$ cat config.mk
export PLATFORM = sky130hd
export DESIGN_NAME = btn_conditioner
export DESIGN_NICKNAME = d
export VERILOG_FILES = /design/src/rtl/btn_conditioner.sv
export SDC_FILE = /design/constraint.sdc
export NUM_CORES = 1
export LEC_CHECK = 0
export BUFFER_PORTS_ARGS = -buffer_cell sky130_fd_sc_hd__clkbuf_2
export CAP_MARGIN = 20
export CORE_MARGIN = 8
export CORE_UTILIZATION = 65
export DETAILED_ROUTE_END_ITERATION = 7
export PLACE_DENSITY = 0.93
export SLEW_MARGIN = 10
export SYNTH_ARGS = -nofsm -noshare
export SYNTH_HDL_FRONTEND = slang
export SYNTH_SLANG_ARGS = --single-unit
$ cat constraint.sdc
create_clock -name Clk -period 13 [get_ports Clk]
set_clock_uncertainty 0.15 [all_clocks]
set_input_delay 1.3 -clock Clk [delete_from_list [all_inputs] [get_ports Clk]]
set_output_delay 1.3 -clock Clk [all_outputs]
set_load 0.005 [all_outputs]
$ cat src/rtl/btn_conditioner.sv
// Five-button debouncer: 2-flop synchronizers, one-hot press/release FSMs, single-cycle SCEN pulses.
// Define BTN_AUTO_REPEAT_EN to add hold-to-repeat pulses on BtnR and BtnD.
module btn_conditioner #(
  parameter int DEBOUNCE_CYCLES = 2000000,
  parameter int REPEAT_DELAY    = 50000000,
  parameter int REPEAT_RATE     = 15000000
) (
  input  logic       Clk,
  input  logic       Reset,
  input  logic       BtnL,
  input  logic       BtnR,
  input  logic       BtnU,
  input  logic       BtnD,
  input  logic       BtnC,
  output logic       BtnL_SCEN,
  output logic       BtnR_SCEN,
  output logic       BtnU_SCEN,
  output logic       BtnD_SCEN,
  output logic       BtnC_SCEN,
  output logic [4:0] Btn_DPB
);

  localparam int MAX_DR  = (DEBOUNCE_CYCLES > REPEAT_DELAY) ? DEBOUNCE_CYCLES : REPEAT_DELAY;
  localparam int MAX_ALL = (MAX_DR > REPEAT_RATE) ? MAX_DR : REPEAT_RATE;
  localparam int CW      = $clog2(MAX_ALL) + 1;
  localparam logic [CW-1:0] DB_LAST = CW'(DEBOUNCE_CYCLES - 1);
`ifdef BTN_AUTO_REPEAT_EN
  localparam logic [4:0]    REPEAT_MASK = 5'b01010;  // R and D only
  localparam logic [CW-1:0] DELAY_LAST  = CW'(REPEAT_DELAY - 1);
  localparam logic [CW-1:0] RATE_LAST   = CW'(REPEAT_RATE - 1);
`endif

  typedef enum logic [5:0] {
    ARM  = 6'b000001,
    INI  = 6'b000010,
    WQ   = 6'b000100,
    SCEN = 6'b001000,
    CCR  = 6'b010000,
    WFCR = 6'b100000
  } state_e;

  logic [4:0] raw, sync1_d, sync1_q, sync2_d, sync2_q;
  logic [4:0] scen_vec, dpb_vec;

  assign raw = {BtnL, BtnR, BtnU, BtnD, BtnC};

  always_comb begin
    sync1_d = raw;
    sync2_d = sync1_q;
  end

  // NOTE: state flops use non-blocking assignments so every register samples pre-edge values.
  always_ff @(posedge Clk or posedge Reset) begin
    if (Reset) begin
      sync1_q <= '0;
      sync2_q <= '0;
    end else begin
      sync1_q <= sync1_d;
      sync2_q <= sync2_d;
    end
  end

  for (genvar i = 0; i < 5; i++) begin : g_btn
    state_e        state_q, state_d;
    logic [CW-1:0] cnt_q, cnt_d, cnt_inc;
    logic          sync_b, fire, scen_d, scen_q, dpb_d, dpb_q;

    assign sync_b  = sync2_q[i];
    assign cnt_inc = (cnt_q == '1) ? cnt_q : cnt_q + 1'b1;

    // NOTE: every output of this block gets a default first, so no latch can be inferred.
    always_comb begin
      state_d = state_q;
      cnt_d   = cnt_q;
      unique case (state_q)
        ARM:
          if (sync_b)               cnt_d = '0;
          else if (cnt_q == DB_LAST) begin state_d = INI; cnt_d = '0; end
          else                      cnt_d = cnt_inc;
        INI:
          if (sync_b) begin state_d = WQ; cnt_d = '0; end
        WQ:
          if (!sync_b)              begin state_d = INI;  cnt_d = '0; end
          else if (cnt_q == DB_LAST) begin state_d = SCEN; cnt_d = '0; end
          else                      cnt_d = cnt_inc;
        SCEN:
          state_d = CCR;
        CCR:
          if (!sync_b) begin state_d = WFCR; cnt_d = '0; end
        WFCR:
          if (sync_b)               begin state_d = CCR; cnt_d = '0; end
          else if (cnt_q == DB_LAST) begin state_d = INI; cnt_d = '0; end
          else                      cnt_d = cnt_inc;
        default: begin
          state_d = ARM;
          cnt_d   = '0;
        end
      endcase
    end

    // Outputs are registered from the next state so they line up with the state register.
    always_comb begin
      scen_d = (state_d == SCEN) || fire;
      dpb_d  = state_d inside {SCEN, CCR, WFCR};
    end

    always_ff @(posedge Clk or posedge Reset) begin
      if (Reset) begin
        state_q <= ARM;
        cnt_q   <= '0;
        scen_q  <= 1'b0;
        dpb_q   <= 1'b0;
      end else begin
        state_q <= state_d;
        cnt_q   <= cnt_d;
        scen_q  <= scen_d;
        dpb_q   <= dpb_d;
      end
    end

    assign scen_vec[i] = scen_q;
    assign dpb_vec[i]  = dpb_q;

`ifdef BTN_AUTO_REPEAT_EN
    if (REPEAT_MASK[i]) begin : g_rpt
      logic [CW-1:0] rpt_cnt_q, rpt_cnt_d;
      logic          rpt_first_q, rpt_first_d, rpt_fire;

      // Timer runs only while held in CCR; any other cycle restarts the initial delay.
      always_comb begin
        rpt_cnt_d   = '0;
        rpt_first_d = 1'b0;
        rpt_fire    = 1'b0;
        if (state_q == CCR && sync_b) begin
          rpt_first_d = rpt_first_q;
          if (rpt_cnt_q == (rpt_first_q ? RATE_LAST : DELAY_LAST)) begin
            rpt_fire    = 1'b1;
            rpt_first_d = 1'b1;
          end else begin
            rpt_cnt_d = (rpt_cnt_q == '1) ? rpt_cnt_q : rpt_cnt_q + 1'b1;
          end
        end
      end

      always_ff @(posedge Clk or posedge Reset) begin
        if (Reset) begin
          rpt_cnt_q   <= '0;
          rpt_first_q <= 1'b0;
        end else begin
          rpt_cnt_q   <= rpt_cnt_d;
          rpt_first_q <= rpt_first_d;
        end
      end

      assign fire = rpt_fire;
    end else begin : g_no_rpt
      assign fire = 1'b0;
    end
`else
    assign fire = 1'b0;
`endif
  end

  assign {BtnL_SCEN, BtnR_SCEN, BtnU_SCEN, BtnD_SCEN, BtnC_SCEN} = scen_vec;
  assign Btn_DPB = dpb_vec;

endmodule

==> flow_results.org <==
** Yosys
- Share of async-settable or async-resettable flops after synthesis :: between 90% and 100%
- Top FF cell, synth :: dfrtp_1
- Synthesized netlist net count :: between 1k and 1.5k
- Counting distinct cell types in the post-synthesis netlist gives 73.
- Synthesis handed over a netlist of 1184 instances.
- Top area cells in the synthesized netlist :: dfrtp_1 (43%), nor2_1 (5.2%), xnor2_1 (4.6%)
- Yosys synthesis warning count :: 0
- Summing the sequential cell areas from Yosys gives between 40% and 50% of the chip area.
- The cell area that synthesis handed to floorplanning was between 0.01 and 0.015 sq mm.
- Largest area contributor in the synthesized netlist :: dfrtp_1
- #FFs+latches synth :: roughly 190
- In the synthesized netlist, the cells that appear most often are dfrtp_1 (180), nor2_1 (147), nand3_1 (79).
- Number of enable flip-flop cells after synthesis :: 0
- Leading cell type by number of instances after synthesis :: dfrtp_1
- Area share of the leading cell type in the synthesized netlist :: roughly 43%
- Post-Synthesis Mean Instance Area :: approximately 9 sq um

** Critical path
- Critical path's slowest cell :: nor2_1
- Critical path startpoint category :: flop
- Data arrives at the worst endpoint at 3.58 ns.
- Data on the critical path is required at its endpoint by 13.18 ns.
- Critical Path Sink Type :: flop
- Of all nets on the critical path, the largest fanout is 11.
- The critical path is of the flop to flop type.
- Among the stages of the critical path, the cell type that occurs most often is nor2_1.
- CP max stage delay :: between 0.6 and 0.7 ns
- Traced cell by cell, the critical path runs through nand4_1, or4_1, nor3_2, nor2_1, nor2_1, buf_4, nor2_1.

** Timing
- At the pin with the least slew margin, the transition time is 1.06 ns.
- Hold violation count in the final report :: 0
- Setup repair after global routing left no endpoint under its margin.
- For this run, the top clock speed supported by timing is between 200 and 300 MHz.
- Final clock period utilization by the worst path :: a little over a quarter
- Across all hold checks on the routed design, the worst slack comes to around 0.20 ns.
- In this run the tightest slew margin relative to its limit is roughly 28%.
- Setup violations remaining at the end of the flow were counted as 0.
- The smallest clock period supported by the final layout is computed as 3.40 ns.
- After routing, the total negative slack on setup checks comes to 0 ns.
- Setup slack on the critical path of the routed design comes to between 9 and 10 ns.
- The final-report max-slew violation count came to 0.

** Route
- In this run, the number of DRC markers left after iteration 0 of detailed routing was about 880.
- DRC Markers :: 0
- Count of TritonRoute iterations in the first routing pass :: 6
- Antenna-violating nets left :: 0
- Total Wirelength :: 23.3 mm
- Wire length per cell after detailed routing :: around 17 um
- Routed vias/inst :: about 6.6
- Total vias in the final route :: slightly above 9k

** Finish
- Final design utilization :: between 70% and 80%
- Layout cell share with drive strength beyond 1 :: about 7.7%
- Antenna Cells :: 0
- Synthesis-to-finish area growth :: 6.97%
- Fillers :: about 1.1k
- # nets final :: 1175

** Floorplan
- Count of standard-cell rows :: 46
- During I/O placement, the number of pins put on the boundary was 17.
- Core Footprint :: approximately 0.016 sq mm
- The die covers a little over 0.02 sq mm.
- Die X-Extent :: 143 um
- Chip height :: ~140 um
- Once the floorplan was initialized, standard cells occupied between 60% and 70% of the core.

** Clock network
- CTS Buf Count :: 17
- The number of gates resized after CTS was 0.
- CTS tree :: built
- Clk buf depth :: 2
- Total clock sinks :: 185
- CTS root buffer :: clkbuf_16
- Number of levels the H-tree was split into :: 4
- Clock-pin slew was measured on the worst setup and hold paths at 0.07 ns.
- Number of hold-repair buffers added at the cts stage :: 0
- Clock insertion delay at the later pin of the skew report :: 0.44 ns
- In this run the post-CTS setup repair buffer count came out at 0.

** Global route
- The first global-routing pass estimated roughly 40 mm of wire.
- Across every metal layer, demand over resource in global routing totals between 20% and 30%.
- Total congestion overflow :: 0
- Vias in the first global route :: roughly 8.6k
- Entering global routing, the biggest net connects ~120 pins.
- Number of antenna violations at the first check in global routing :: 0

** Run status
- Run status :: finished, final reports clean

** Place
- Number of port buffers :: 16
- At the end of routability-driven placement, the weighted congestion stood at about 0.93.
- At the placement stage, the worst setup path has a slack of 9.14 ns.
- The wire-length estimate of the detail-placed layout is 14.8 mm.

** Flow run
- Number of violations of the max-capacitance limit :: 0

** Power
- Power density of the placed cells :: around 100 mW/mm^2
- Worst vdd rail ir drop :: about 0.10 mV
- Summed over all cells, the static leakage comes to between 4 and 5 nW.

** Hold path
- The min-delay analysis places its worst path in the category flop to flop.
-- final timing paths --
path	start	end	slack, ns	depth (start not counted)
min in group asynchronous	Reset	g_btn[2].cnt_q[1]$_DFFE_PP0P_	0.88	2
hold reg to reg	sync1_q[2]$_DFF_PP0_	sync2_q[2]$_DFF_PP0_	0.20	0
hold / removal	sync1_q[2]$_DFF_PP0_	sync2_q[2]$_DFF_PP0_	0.20	0
max in group asynchronous	Reset	g_btn[0].state_q[2]$_DFF_PP0_	10.46	3
setup / recovery	g_btn[3].cnt_q[18]$_DFFE_PP0P_	g_btn[3].cnt_q[14]$_DFFE_PP0P_	9.60	7
setup reg to reg	g_btn[3].cnt_q[18]$_DFFE_PP0P_	g_btn[3].cnt_q[14]$_DFFE_PP0P_	9.60	7
-- per-stage QoR --
stage,instance area (sq um),total power [mW],cells
CTS,11200,1.14,1389
detailed placement,10700,0.635,1357
finish,11300,1.13,1392
global placement,10700,0.634,1356
global route,11300,1.17,1392
floorplan,10500,0.625,1184
-- cells in the final DEF, fill, tap and decap left out, drive strengths merged, types with 6 or more instances in the layout --
| cell type | instances |
|---|---|
| nor3b | 8 |
| clkbuf | 36 |
| and4 | 17 |
| nand3b | 7 |
| o211ai | 6 |
| and4b | 6 |
| a41oi | 7 |
| buf | 10 |
| or4 | 15 |
| nand3 | 81 |
| or2 | 8 |
| xor2 | 41 |
| and2 | 8 |
| a31oi | 20 |
| mux2i | 11 |
| nand2b | 12 |
| nand2 | 71 |
| nor4 | 53 |
| nand4 | 43 |
| nor3 | 68 |
| xnor2 | 55 |
| o31ai | 8 |
| o21ai | 37 |
| nor2 | 147 |
| a21oi | 43 |
| inv | 27 |
| dfrtp | 180 |
| nor4b | 13 |
| and3 | 32 |
| nor2b | 14 |
| or3 | 14 |
-- layout make-up --
cell class	count	area (sq um)	share of cell area (%)
inverters	22	90.1	0.799
multi-input cells	909	5530	49.1
well taps	216	270	2.40
clock buffers	18	429	3.81
clock inverters	14	141	1.25
repair buffers	28	169	1.50
flip-flops and latches	185	4640	41.1
-- cells by family (layout without fill, tap and decap cells) --
family,Yosys count,in the layout,synth area share (%)
flops,185,185,44.0
buf+inv,90,82,3.59
simple gates,628,628,32.2
compound gates,166,166,10.3
xor+xnor,96,96,7.98
mux,13,13,1.26
fa+ha+maj,6,6,0.689
-- power by group --
group / switching [mW] / leakage, nW / internal (mW)
logic: 0.0255 / 1.86 / 0.0101
clock network: 0.234 / 0.265 / 0.269
registers: 0.00761 / 2.53 / 0.581
-- state kept, by name, summed over array words and instances (netlist names) --
name	flops
BtnR_SCEN	1
BtnL_SCEN	1
BtnU_SCEN	1
sync1_q	5
g_btn.dpb_q	5
sync2_q	5
BtnD_SCEN	1
BtnC_SCEN	1
g_btn.cnt_q	135
g_btn.state_q	30
-- per-layer routing --
metal	vias to the layer above	wire, um	GRT usage [%]
met5	-	0	0
met4	0	621	9.41
met3	77	1380	4.64
met2	409	11400	38.2
met1	4444	9950	30.2
li1	4299	-	-
-- worst max-delay path: cells and delay by family, from the launching register on --
family | cells | cell delay, ns
buf+inv | 1 | 0.29
flops | 1 | 0.44
simple gates | 6 | 2.40
No activity file was read; power rests on OpenSTA's default activity.
